### config.mk
export PLATFORM = sky130hd
export DESIGN_NAME = alu_operand_stage
export DESIGN_NICKNAME = d
export VERILOG_FILES = /design/src/rtl/alu_operand_stage.sv
export SDC_FILE = /design/constraint.sdc
export NUM_CORES = 1
export LEC_CHECK = 0
export CORE_MARGIN = 10
export CORE_UTILIZATION = 45
export DETAILED_ROUTE_END_ITERATION = 7
export PLACE_DENSITY = 0.66
export SLEW_MARGIN = 20
export SYNTH_ARGS = -nofsm -noshare
export SYNTH_HDL_FRONTEND = slang
export SYNTH_SLANG_ARGS = --single-unit
### constraint.sdc
create_clock -name clk -period 4.4 [get_ports clk]
set_clock_uncertainty 0.05 [all_clocks]
set_input_delay 0.44 -clock clk [delete_from_list [all_inputs] [get_ports clk]]
set_output_delay 0.44 -clock clk [all_outputs]
set_load 0.01 [all_outputs]
### src/rtl/alu_operand_stage.sv
// alu_operand_stage
// Operand-fetch stage in front of the ALU. Holds the architectural register
// file (one write port, two read ports) and a single valid/ready pipeline
// register that presents registered operands a/b and op_sel to the ALU.
//
// Ports:
//   clk, rst_n              clock, asynchronous active-low reset
//   in_valid / in_ready     upstream handshake (in_ready is combinational)
//   rs_addr, rt_addr        source registers for operands a and b
//   imm, use_imm            immediate and its select for operand b
//   op_sel_in               ALU operation code, passed through
//   wb_en, wb_addr, wb_data register-file writeback port
//   out_valid / out_ready   downstream handshake
//   a, b, op_sel            registered operands and operation code
module alu_operand_stage #(
    parameter int unsigned DATA_WIDTH = 8,
    parameter int unsigned ADDR_WIDTH = 3
) (
    input  logic                  clk,
    input  logic                  rst_n,
    input  logic                  in_valid,
    output logic                  in_ready,
    input  logic [ADDR_WIDTH-1:0] rs_addr,
    input  logic [ADDR_WIDTH-1:0] rt_addr,
    input  logic [DATA_WIDTH-1:0] imm,
    input  logic                  use_imm,
    input  logic [2:0]            op_sel_in,
    input  logic                  wb_en,
    input  logic [ADDR_WIDTH-1:0] wb_addr,
    input  logic [DATA_WIDTH-1:0] wb_data,
    output logic                  out_valid,
    input  logic                  out_ready,
    output logic [DATA_WIDTH-1:0] a,
    output logic [DATA_WIDTH-1:0] b,
    output logic [2:0]            op_sel
);

    localparam int unsigned NUM_REGS = 2 ** ADDR_WIDTH;
    localparam int unsigned OP_WIDTH = 3;

    // Register file; entry 0 is never written so it always reads as zero.
    logic [DATA_WIDTH-1:0] regs [NUM_REGS];

    // Held operation context used for stall refresh.
    logic [ADDR_WIDTH-1:0] hold_rs;
    logic [ADDR_WIDTH-1:0] hold_rt;
    logic                  hold_use_imm;

    // Next-state values for the pipeline register.
    logic [DATA_WIDTH-1:0] a_d;
    logic [DATA_WIDTH-1:0] b_d;
    logic [OP_WIDTH-1:0]   op_sel_d;
    logic [ADDR_WIDTH-1:0] hold_rs_d;
    logic [ADDR_WIDTH-1:0] hold_rt_d;
    logic                  hold_use_imm_d;
    logic                  out_valid_d;

    logic                  accept;
    logic                  transfer;
    logic                  stall;
    logic                  wb_live;
    logic [DATA_WIDTH-1:0] rs_val;
    logic [DATA_WIDTH-1:0] rt_val;

    // Handshake qualifiers.
    assign in_ready = !out_valid || out_ready;
    assign accept   = in_valid && in_ready;
    assign transfer = out_valid && out_ready;
    assign stall    = out_valid && !out_ready;
    assign wb_live  = wb_en && (wb_addr != '0);

    // Register file write port.
    always_ff @(posedge clk or negedge rst_n) begin
        if (!rst_n) begin
            for (int i = 0; i < NUM_REGS; i++) begin
                regs[i] <= '0;
            end
        end else if (wb_live) begin
            regs[wb_addr] <= wb_data;
        end
    end

    // Operand a read with same-cycle writeback bypass; address 0 forced to zero.
    always_comb begin
        rs_val = regs[rs_addr];
        if (rs_addr == '0) begin
            rs_val = '0;
        end else if (wb_en && (wb_addr == rs_addr)) begin
            rs_val = wb_data;
        end
    end

    // Operand b register read, same rule as operand a.
    always_comb begin
        rt_val = regs[rt_addr];
        if (rt_addr == '0) begin
            rt_val = '0;
        end else if (wb_en && (wb_addr == rt_addr)) begin
            rt_val = wb_data;
        end
    end

    // Pipeline register next state: capture on accept, refresh on stall.
    always_comb begin
        a_d            = a;
        b_d            = b;
        op_sel_d       = op_sel;
        hold_rs_d      = hold_rs;
        hold_rt_d      = hold_rt;
        hold_use_imm_d = hold_use_imm;
        out_valid_d    = out_valid;

        if (accept) begin
            a_d            = rs_val;
            b_d            = use_imm ? imm : rt_val;
            op_sel_d       = op_sel_in;
            hold_rs_d      = rs_addr;
            hold_rt_d      = rt_addr;
            hold_use_imm_d = use_imm;
            out_valid_d    = 1'b1;
        end else begin
            if (transfer) begin
                out_valid_d = 1'b0;
            end
            // Held operands track writebacks so the ALU never sees stale data.
            if (stall && wb_live) begin
                if (wb_addr == hold_rs) begin
                    a_d = wb_data;
                end
                if (!hold_use_imm && (wb_addr == hold_rt)) begin
                    b_d = wb_data;
                end
            end
        end
    end

    // Pipeline register.
    always_ff @(posedge clk or negedge rst_n) begin
        if (!rst_n) begin
            a            <= '0;
            b            <= '0;
            op_sel       <= '0;
            hold_rs      <= '0;
            hold_rt      <= '0;
            hold_use_imm <= 1'b0;
            out_valid    <= 1'b0;
        end else begin
            a            <= a_d;
            b            <= b_d;
            op_sel       <= op_sel_d;
            hold_rs      <= hold_rs_d;
            hold_rt      <= hold_rt_d;
            hold_use_imm <= hold_use_imm_d;
            out_valid    <= out_valid_d;
        end
    end

endmodule

==> qor.txt <==
VDD IR max - 0.184 mV
CP endpoint kind - register
via count - 3631
ANT nets after route - 0
largest net degree at the start of global routing - 49
nets - 500
total track usage - 17.3%
R2R depth - 6
final number of hold-violating endpoints - 5
Final Slew Violations - 0
placed wire-length estimate - 9580 um
R2R Path End - b[4]
average cell area after synthesis - 11.5 sq um
clk slew on worst S/H paths - 90 ps
post-layout power - 0.00229 W
sequential cell area fraction in the yosys report - 45.5%
total congestion overflow - 0
die outline height - 125 um
CTS buffer count - 9
R2R Setup Slk - 2160 ps
n_diodes - 0
cts hold-fix bufs - 0
CTS root buffer - clkbuf_8
number of setup violations in the final report - 0
net count after synthesis - 469
Avg WL per Cell - 22.3 um
unrepaired setup endpoints after global routing - false
Post-synth top cells - 91 x dfrtp_1, 68 x nand2_1, 55 x mux2_2, 20 x mux4_2, 20 x o21ai_0
die span in x - 125 um
Critical R2R Launch - out_valid
Cell variety after synth - 49
status - finished, violations left
Max Clock Freq - 366 MHz
Critical Path Start Type - input pin
Tmin final - 2730 ps
CP arrival - 2990 ps
CTS tree - done
Clock Latency Late Sink - 380 ps
Yosys reg bits - 91
asr flop ratio synth - 100%
CTS max path bufs - 2
Starting DRT DRC Count - 326
# DRC - 0
area leader, netlist - dfrtp_1
PortBufs - 54
max_cap viols - 0
Hold WS - -0.761 ps
violated checks - negative hold slack
initial antenna violation count - 0
num rows - 38
critical path required time - 4660 ps
TritonCTS Sinks - 91
Mapped Cells - 435
Top Ports - 55
count leader, synth - dfrtp_1
Initial Util - 46.0%
postcts setup bufs - 0
Pleak - 2.37 nW
TritonRoute pass-1 iters - 4
DIE AREA - 15700 sq um
first-pass GRT wire length - 21600 um
worst hold path class - input pin to async pin
Area Growth Syn to Fin - 14.6%
final setup TNS - 0 ps
Area contributors post-synth - dfrtp_1 45%, mux2_2 12%, mux4_2 9.0%, nand2_1 5.1%, mux2i_1 3.4%
Slew headroom - 29.2%
H-tree level count - 3
layout cells sized above 1 - 24.6%
Primary FF master, synth - dfrtp_1
Core Region - 10900 sq um
Synth top area share - 45.5%
Worst Max-Slew Pin Slew - 1060 ps
CP max FO - 17
Post-synth EDFFs - 0
yosys warns - 0
final wirelength - 13600 um
Final Cycle Share - 62.0%
routability congestion estimate - 0.843
CP Class - input pin to register
mapped cell area - 5010 sq um
drt via density - 5.94
Power Dens Cells - 399 nW/um^2
post-cts resize count - 0
vias in the first global route - 3763
## layout by cell type, fill, tap and decap left out, types with 2 or more instances in the layout
cell and instances:
dfrtp_1 91, nand2_1 68, mux2_2 55, clkdlybuf4s50_1 53
o21ai_0 20, mux4_2 20, mux2i_1 17, nor2_1 13
nand3_1 11, a21oi_1 11, buf_4 11, xnor2_1 9
clkbuf_8 9, o211ai_1 8, inv_1 6, nor3_1 6
a31oi_1 6, o31ai_1 5, o22a_2 5, o2111ai_1 4
nand4b_1 3, a2bb2oi_1 3, xor2_1 3, o22a_1 3
nand4_1 2, nor3_2 2, a32oi_1 2, bufinv_16 2
clkinvlp_4 2
## cells by family after synthesis
kind of cell | synth area share (%)
mux | 24.8
simple gates | 10.9
flops | 45.5
compound gates | 10.6
buf+inv | 6.20
xor+xnor | 2.10
## where the power goes
part           switching, W  leakage (nW)  internal, W
Combinational      0.000243          1.16     0.000317
Clock              0.000308         0.103     0.000321
Sequential         0.000117          1.11     0.000985
Total              0.000669          2.37      0.00162
## through the flow
stage          util [%]  setup WS, ps  cells  instance area (sq um)  hold WS, ps
2_1_floorplan         -          2530    435                   5010         94.4
3_3_place_gp       50.7          1430    595                   5520          335
3_5_place_dp       50.7          1340    595                   5520          340
4_1_cts            52.7          1730    611                   5740         7.35
5_1_grt            52.7          1550    611                   5740         27.9
6_report           52.7          1670    611                   5740       -0.761
## worst max path at each step
| stage | cells past startpoint | slack (ps) | startpoint | endpoint |
|---|---|---|---|---|
| CTS | 6 | 1730 | rt_addr[1] | b[4] |
| detailed placement | 6 | 1340 | rt_addr[1] | b[4] |
| global placement | 6 | 1430 | rt_addr[1] | b[7] |
| global route | 6 | 1550 | rt_addr[1] | b[4] |
| floorplan | 6 | 2530 | rs_addr[2] | a[5] |
| finish | 6 | 1670 | rt_addr[1] | b[4] |
## routing by layer
layer	vias up	global-route usage (%)	share of wire, %
met4	0	7.05	2.2
li1	1643	-	-
met1	1830	22.7	43
met5	-	0	0
met2	138	27.3	48
met3	20	3.42	7.1
## flip-flops by register name, indices dropped and copies added (netlist names)
signal / count
a: 8
b: 8
hold_rs: 3
hold_rt: 3
hold_use_imm: 1
op_sel: 3
out_valid: 1
regs: 64
## final cells by class
class                   instances  area [sq um]
clock buffers                  10           128
repair buffers                 64           613
clock inverters                 6          88.8
multi-input cells             294          2430
fillers                       943          5150
inverters                       6          22.5
well taps                     140           175
flip-flops and latches         91          2280
## critical path: stages
cell and delay [ps]:
clkdlybuf4s50_1 1130, nor3_1 160, nor4_2 420, nand2_1 250
a2111oi_0 360, o22a_2 220
No activity file was read; power rests on OpenSTA's default activity.
